## src/rtl/vga_pkg.sv

```systemverilog
// Shared constants, types and FSM encoding for the VGA framebuffer arbiter.
package vga_pkg;
  localparam int HRES           = 800;
  localparam int VRES           = 450;
  localparam int PIX_W          = 4;
  localparam int DATA_W         = 16;
  localparam int ADDR_W         = 17;
  localparam int PIX_PER_WORD   = DATA_W / PIX_W;
  localparam int WORDS_PER_LINE = HRES / PIX_PER_WORD;
  localparam int FB_WORDS       = WORDS_PER_LINE * VRES;

  typedef logic [PIX_W-1:0]  pixel_t;
  typedef logic [DATA_W-1:0] word_t;

  typedef enum logic {
    IDLE  = 1'b0,
    CLEAR = 1'b1
  } arb_state_t;
endpackage

```

## src/rtl/vga_pix_unpack.sv

```systemverilog
// Captures the fetched RAM word, picks the pixel lane by the delayed x[1:0]
// and carries visible/hs/vs through the matching two-stage delay line.
module vga_pix_unpack #(
  parameter int PIX_W  = 4,
  parameter int DATA_W = 16
) (
  input  logic                                  clk_i,
  input  logic                                  rst_ni,
  input  logic                                  visible_i,
  input  logic [$clog2(DATA_W/PIX_W)-1:0]       sel_i,
  input  logic                                  hs_i,
  input  logic                                  vs_i,
  input  logic [DATA_W-1:0]                     rdata_i,
  output logic                                  hs_o,
  output logic                                  vs_o,
  output logic [PIX_W-1:0]                      pixel_o
);
  localparam int PPW   = DATA_W / PIX_W;
  localparam int SEL_W = $clog2(PPW);

  logic              vis_q;
  logic [SEL_W-1:0]  sel_q;
  logic              hs1_q, vs1_q;
  logic              hs2_q, vs2_q;
  logic [DATA_W-1:0] word_q;
  logic [PIX_W-1:0]  pixel_q;

  logic              load_word;
  logic [DATA_W-1:0] src_word;
  logic [PIX_W-1:0]  lane [PPW];
  logic [PIX_W-1:0]  pixel_d;

  // Lane 0 is consumed in the very cycle the RAM data arrives, so it bypasses word_q.
  always_comb begin
    load_word = vis_q && (sel_q == '0);
    src_word  = load_word ? rdata_i : word_q;
    pixel_d   = vis_q ? lane[sel_q] : '0;
  end

  for (genvar gi = 0; gi < PPW; gi++) begin : g_lane
    assign lane[gi] = src_word[gi*PIX_W +: PIX_W];
  end

  always_ff @(posedge clk_i or negedge rst_ni) begin
    if (!rst_ni) begin
      vis_q   <= 1'b0;
      sel_q   <= '0;
      hs1_q   <= 1'b1;
      vs1_q   <= 1'b1;
      hs2_q   <= 1'b1;
      vs2_q   <= 1'b1;
      word_q  <= '0;
      pixel_q <= '0;
    end else begin
      vis_q   <= visible_i;
      sel_q   <= sel_i;
      hs1_q   <= hs_i;
      vs1_q   <= vs_i;
      hs2_q   <= hs1_q;
      vs2_q   <= vs1_q;
      pixel_q <= pixel_d;
      if (load_word) begin
        word_q <= rdata_i;
      end
    end
  end

  assign hs_o    = hs2_q;
  assign vs_o    = vs2_q;
  assign pixel_o = pixel_q;
endmodule

```

## src/rtl/vga_fb_arbiter.sv

```systemverilog
// Single-port video RAM arbiter: scan-out reads win every display slot, the
// clear engine and then the pixel writer share the remaining cycles.
module vga_fb_arbiter
  import vga_pkg::*;
#(
  parameter int HRES   = vga_pkg::HRES,
  parameter int VRES   = vga_pkg::VRES,
  parameter int PIX_W  = vga_pkg::PIX_W,
  parameter int DATA_W = vga_pkg::DATA_W,
  parameter int ADDR_W = vga_pkg::ADDR_W
) (
  input  logic              clk_vga,
  input  logic              rst_n,
  input  logic [9:0]        hc_visible,
  input  logic [9:0]        vc_visible,
  input  logic              hs_in,
  input  logic              vs_in,
  output logic              hs_out,
  output logic              vs_out,
  output logic [PIX_W-1:0]  pixel,
  input  logic              clear_start,
  input  logic [PIX_W-1:0]  clear_color,
  output logic              clear_busy,
  input  logic              wr_req,
  input  logic [ADDR_W-1:0] wr_addr,
  input  logic [DATA_W-1:0] wr_data,
  output logic              wr_ack,
  output logic              mem_en,
  output logic              mem_we,
  output logic [ADDR_W-1:0] mem_addr,
  output logic [DATA_W-1:0] mem_wdata,
  input  logic [DATA_W-1:0] mem_rdata
);
  localparam int PPW   = DATA_W / PIX_W;
  localparam int SEL_W = $clog2(PPW);
  localparam int WPL   = HRES / PPW;
  localparam int FBW   = WPL * VRES;

  arb_state_t        state_q, state_d;
  logic [ADDR_W-1:0] cnt_q, cnt_d;
  logic [DATA_W-1:0] fill_q, fill_d;

  logic              visible;
  logic [9:0]        x_pos, y_pos;
  logic              disp_slot;
  logic [ADDR_W-1:0] disp_addr;
  logic              clr_grant;
  logic              wr_grant;
  logic              clr_last;

  assign visible   = (hc_visible != 10'd0) && (vc_visible != 10'd0);
  assign x_pos     = hc_visible - 10'd1;
  assign y_pos     = vc_visible - 10'd1;
  assign disp_slot = visible && (x_pos[SEL_W-1:0] == '0);
  assign disp_addr = ADDR_W'(y_pos) * ADDR_W'(WPL) + ADDR_W'(x_pos >> SEL_W);

  assign clr_grant = !disp_slot && (state_q == CLEAR);
  assign wr_grant  = !disp_slot && (state_q == IDLE) && wr_req;
  assign clr_last  = (cnt_q == ADDR_W'(FBW - 1));

  always_comb begin
    state_d = state_q;
    cnt_d   = cnt_q;
    fill_d  = fill_q;
    case (state_q)
      IDLE: begin
        if (clear_start) begin
          state_d = CLEAR;
          cnt_d   = '0;
          fill_d  = {PPW{clear_color}};
        end
      end
      CLEAR: begin
        if (clr_grant) begin
          cnt_d = cnt_q + 1'b1;
          if (clr_last) begin
            state_d = IDLE;
          end
        end
      end
      default: state_d = IDLE;
    endcase
  end

  always_ff @(posedge clk_vga or negedge rst_n) begin
    if (!rst_n) begin
      state_q <= IDLE;
      cnt_q   <= '0;
      fill_q  <= '0;
    end else begin
      state_q <= state_d;
      cnt_q   <= cnt_d;
      fill_q  <= fill_d;
    end
  end

  // RAM port is combinational from the inputs; held quiet while reset is asserted.
  always_comb begin
    mem_en    = 1'b0;
    mem_we    = 1'b0;
    mem_addr  = '0;
    mem_wdata = '0;
    wr_ack    = 1'b0;
    if (rst_n) begin
      if (disp_slot) begin
        mem_en   = 1'b1;
        mem_addr = disp_addr;
      end else if (clr_grant) begin
        mem_en    = 1'b1;
        mem_we    = 1'b1;
        mem_addr  = cnt_q;
        mem_wdata = fill_q;
      end else if (wr_grant) begin
        mem_en    = 1'b1;
        mem_we    = 1'b1;
        mem_addr  = wr_addr;
        mem_wdata = wr_data;
        wr_ack    = 1'b1;
      end
    end
  end

  assign clear_busy = (state_q == CLEAR);

  vga_pix_unpack #(
    .PIX_W  (PIX_W),
    .DATA_W (DATA_W)
  ) u_unpack (
    .clk_i     (clk_vga),
    .rst_ni    (rst_n),
    .visible_i (visible),
    .sel_i     (x_pos[SEL_W-1:0]),
    .hs_i      (hs_in),
    .vs_i      (vs_in),
    .rdata_i   (mem_rdata),
    .hs_o      (hs_out),
    .vs_o      (vs_out),
    .pixel_o   (pixel)
  );
endmodule
```

## config.mk

```make
export PLATFORM = sky130hd
export DESIGN_NAME = vga_fb_arbiter
export DESIGN_NICKNAME = d
export VERILOG_FILES = /design/src/rtl/vga_pkg.sv /design/src/rtl/vga_pix_unpack.sv /design/src/rtl/vga_fb_arbiter.sv
export SDC_FILE = /design/constraint.sdc
export NUM_CORES = 1
export LEC_CHECK = 0
export ABC_AREA = 1
export CORE_MARGIN = 3
export CORE_UTILIZATION = 50
export CTS_CLUSTER_SIZE = 14
export DETAILED_ROUTE_END_ITERATION = 10
export PLACE_DENSITY = 0.88
export RECOVER_POWER = 25
export SETUP_SLACK_MARGIN = 0.3
export SLEW_MARGIN = 40
export SYNTH_ARGS = -nofsm -noshare
export SYNTH_HDL_FRONTEND = slang
export SYNTH_SLANG_ARGS = --single-unit
export TNS_END_PERCENT = 30
```

## constraint.sdc

```tcl
create_clock -name clk_vga -period 4.3 [get_ports clk_vga]
set_input_delay 0.43 -clock clk_vga [delete_from_list [all_inputs] [get_ports clk_vga]]
set_output_delay 0.43 -clock clk_vga [all_outputs]
set_load 0.02 [all_outputs]
```

==> impl_summary.txt <==
----------------------------------------------------
[Clock tree]
  Clock latency on the worst-skew pair ... 310 ps
  Number of clock sinks ... roughly 50
  H-tree depth reported by CTS ... 2
  Number of CTS-inserted buffers ... 5
  Clock transition at the registers of the reported paths ... ~100 ps
  Clock tree from TritonCTS ... built
  Number of buffers inserted for hold repair after clock tree synthesis ... 0
  Maximum buffer depth of the clock tree ... 2
  CTS root buffer ... clkbuf_8

[Synthesis]
  Dominant cells by area after synthesis ... dfrtp_1 25%, nand2_1 13%, ha_1 11%
  Post-synthesis xor/xnor area fraction ... 0.0420
  Primary FF master, synth ... dfrtp_1
  Multiplexer share of the synthesized area ... 0.0142
  Largest family of logic cells by synthesized area ... simple AND/OR/NAND/NOR gates
  Gate count of the mapped netlist ... just under 700
  Post-synthesis async set-or-reset flop share ... 1.00
  Average size of a mapped cell ... about 6.8 µm²
  EDFF count, synth ... 0
  Cell area after synthesis ... roughly 0.0046 mm²
  Compound-gate portion of the synthesized area ... 0.111
  Total of flip-flops plus latches after synthesis ... slightly below 50
  Distinct cell type count of the synthesized netlist ... 40
  Share of synthesized area occupied by flip-flops and latches ... 0.269
  Post-synthesis adder-cell area fraction ... 0.138
  Top-area cell type share of the netlist area ... 0.246
  Synthesized Nets ... roughly 800
  Area share of and/or/nand/nor cells after synthesis ... 0.319
  Total of warnings raised by yosys ... 0
  Cell type contributing the most total cell area after synthesis ... dfrtp_1

[Status]
  Run status ... complete, but fails checks
  Failing checks ... capacitance limit, slew limit

[Worst setup path]
  Stage delay of the slowest cell on the critical path ... between 500 and 600 ps
  Max stage delay cell, worst path ... fa_1
  Data required time of the worst path ... around 3900 ps
  Arrival time at the worst endpoint ... 3740 ps
  Kind of capture point of the worst setup path ... primary output
  Cell type group with the largest total delay on the critical path ... adder cells
  Crit-path most repeated cell ... inv_2
  Start-to-end type of the worst setup path ... in2out
  Cell breakdown of the critical path ... buf_8 -> inv_8 -> ha_4 -> nand2_8 -> o21ai_4 -> o21ai_2 -> ha_1 -> ha_1 -> inv_2 -> fa_1 -> inv_2 -> ha_4 -> inv_2 -> nand3_2 -> nand2_2 -> nor2_4 -> nand2_2 -> nor2_4 -> nand2_1 -> nand3_1 -> nand3_1 -> inv_1 -> buf_6
  Max Fanout on Critical Path ... 6
  Element type at the critical path start ... input port
  Buffers plus inverters on the worst setup path ... 7

[Pwr]
  Share of total power in the clock network ... 0.110
  Share of total power consumed by net switching ... 0.464
  Fraction of power consumed by combinational cells ... 0.644
  Power per standard cell area ... 385 mW/mm²
  Cell internal power dissipation ... between 0.001 and 0.0015 W
  Leakage power ... around 3.3 nW
  Share of power burned in registers ... 0.246
  Reported net switching power ... around 0.0012 W
  Worst vdd rail ir drop ... 0.294 mV

[Detailed routing]
  Wirelength per Cell ... between 15 and 20 µm
  Post-route DRC violation count ... 0
  Router iterations before antenna repair ... 5
  Via density ... approximately 5.8
  Iteration-0 DRC count of the detailed router ... 440
  Post-Route WL ... 16700 µm
  Post-detailed-route count of antenna-violating nets ... 0
  Number of vias in the routed layout ... about 5.5k

[Timing]
  Final number of setup-violating endpoints ... 0
  Pins Over Slew Limit ... approximately 40
  Layout Skew ... ~11 ps
  Final clock period utilization by the worst path ... 0.971
  Hold Fails Final Rpt ... 0
  Maximum clock rate ... roughly 240 MHz
  Final critical path time including I/O delays and setup ... 4170 ps
  Slew margin rel. ... -0.404
  Pin slew with the least headroom to its limit ... roughly 2100 ps
  RSZ-0062 raised after global routing ... true
  Sum of negative setup slack ... 0 ps

[Floorplanning]
  Chip width ... approximately 100 µm
  Top Ports ... between 100 and 150
  Die extent in y ... 102 µm
  # rows ... 34
  Die area ... between 0.01 and 0.015 mm²
  Initial core utilization ... 0.520
  Core box area ... 0.00881 mm²

[Finish]
  FF+latch area ... 0.00123 mm²
  Net count, final ... 975
  Area taken by multi-input logic gates ... roughly 0.0033 mm²
  Ant. Diodes ... 0
  Filler Cell Count ... 547
  Utilization after layout ... 0.782
  Fraction of layout cells with a size suffix above 1 ... 0.234
  Layout Area Growth over Synthesis ... 50.3%

[Placed design]
  Routability congestion estimate ... 0.973
  HPWL reported at the end of detailed placement ... between 10000 and 15000 µm
  IO buf count ... about 120

[GRT]
  Maximum number of pins on one net before global-route repair ... just over 40
  Number of global-route vias before repair ... 5349
  Global router's overall resource usage ... 0.293
  Antenna violations before repair ... 0
  Global-route wire length before repair ... 24600 µm
  Leftover overflow at the end of global routing ... 0

[Min path]
  Type of the most critical hold path ... in2async

[Job]
  Number of maximum-capacitance violations ... 1

----------------------------------------------------
==> stage by stage <==
| stage | hold slack, ps | setup WS (ps) | total power [W] | area (µm²) | cells |
|---|---|---|---|---|---|
| detailed placement | 348 | -831 | 0.00200 | 6280 | 942 |
| global placement | 346 | -687 | 0.00195 | 6280 | 942 |
| global route | 50.7 | -96.3 | 0.00282 | 6890 | 958 |
| CTS | 45.5 | 282 | 0.00241 | 6680 | 955 |
| finish | 48.9 | 125 | 0.00265 | 6890 | 958 |
| floorplan | 134 | 333 | 0.00146 | 4620 | 673 |
==> path summary, 6_finish.rpt <==
| kind | startpoint | cells after the start | end | slack (ps) |
|---|---|---|---|---|
| setup reg to reg | u_unpack.sel_q[0]$_DFF_PN0_ | 8 | u_unpack.pixel_o[0]$_DFF_PN0_ | 1880 |
| min in group clk_vga | u_unpack.hs1_q$_DFF_PN1_ | 0 | u_unpack.hs_o$_DFF_PN1_ | 360 |
| hold reg to reg | u_unpack.hs1_q$_DFF_PN1_ | 0 | u_unpack.hs_o$_DFF_PN1_ | 360 |
| max in group asynchronous | rst_n | 2 | u_unpack.word_q[12]$_DFF_PN0_ | 1940 |
| hold / removal | rst_n | 1 | cnt_q[10]$_DFFE_PN0P_ | 50 |
| setup / recovery | vc_visible[1] | 23 | mem_addr[14] | 130 |
==> cell usage after synthesis, types with 2 or more instances <==
library cell	n
nor3_1	9
o211ai_1	6
nor2_1	86
mux2_2	4
nor4_1	2
dfrtp_1	45
or2_2	2
nand4_1	8
o21a_1	2
nand2_1	161
nand3_1	58
fa_1	6
buf_2	8
and2_1	4
a311oi_1	4
nor2_2	4
o21ai_0	42
a31oi_1	6
o22ai_1	4
dfstp_2	4
a21oi_1	16
mux2i_1	2
o21ai_2	4
xor2_1	16
inv_2	3
nand2_2	3
clkbuf_1	4
buf_8	2
ha_1	41
inv_1	102
xnor2_1	6
==> sequential cells by signal, summed over array words and instances (netlist names) <==
name,flops
u_unpack.vs_o,1
u_unpack.sel_q,2
fill_q,4
u_unpack.pixel_o,4
u_unpack.hs1_q,1
u_unpack.vs1_q,1
u_unpack.vis_q,1
clear_busy,1
cnt_q,17
u_unpack.word_q,16
u_unpack.hs_o,1
==> repair_timing <==
item                                    in CTS  in global routing
hold endpoints to repair                     0                  0
pin swaps                                   44                 30
endpoints found under the setup margin      10                 13
gates resized for setup                    130                 50
setup buffers                                5                  3
==> worst register-to-register path, stage by stage, from the launching register on <==
cell     delay [ps]
dfrtp_1         500
inv_1           200
nand3_1         470
inv_1           550
nand2_1          80
and2_1          170
nand2_1          60
o21ai_0         100
o22ai_1         200
==> power groups by stage <==
stage                     Combinational [W]  Clock (W)  Sequential (W)
after floorplan                    0.000817          0        0.000645
after global placement              0.00130          0        0.000651
after detailed placement            0.00134          0        0.000656
after CTS                           0.00147   0.000289        0.000650
after global routing                0.00184   0.000313        0.000668
final                               0.00171   0.000291        0.000653
==> cells in the final DEF, fill, tap and decap left out, types with 3 or more instances in the layout <==
master           instances
nor2_1                  77
nand2_1                138
ha_4                    15
fa_1                     4
dfrtp_1                 45
clkbuf_8                 5
a311oi_1                 4
nor2_2                   8
o21ai_2                  6
inv_1                   83
nand2_4                  4
nand4_1                  8
a31oi_1                  6
a21oi_1                 14
nand2_2                 22
mux2_2                   4
inv_8                    3
xor2_1                  13
nor3_1                   7
buf_6                    9
o22ai_1                  4
nor3_2                   3
ha_1                    26
dlygate4sd2_1            5
nand3_1                 51
clkdlybuf4s50_1        100
o21ai_0                 37
nor2_4                   6
inv_2                   20
xnor2_1                  4
o211ai_1                 6
dfstp_2                  4
nand3_4                  4
nand3_2                  4
buf_2                    4
and2_1                   4
buf_4                   60
==> layout make-up <==
type | count | share of cell area
Clock buffer | 5 | 0.00999
Sequential cell | 49 | 0.179
Multi-Input combinational cell | 504 | 0.484
Inverter | 105 | 0.0594
Clock inverter | 3 | 0.00381
Timing Repair Buffer | 184 | 0.244
Tap cell | 108 | 0.0196
==> kinds of logic (layout without fill, tap and decap cells) <==
kind of cell    count (synthesis)  in the layout
xor+xnor                       22             22
fa+ha+maj                      47             47
flops                          49             49
mux                             6              6
buf+inv                       120            297
compound gates                 87             87
simple gates                  342            342
==> per-layer routing <==
layer	vias up	track usage	wire (µm)
met5	-	0	0
met3	78	0.0489	1270
met4	0	0.0869	705
met1	2609	0.354	6190
met2	330	0.531	8510
li1	2510	-	-
Power figures use the tool's default switching activity.
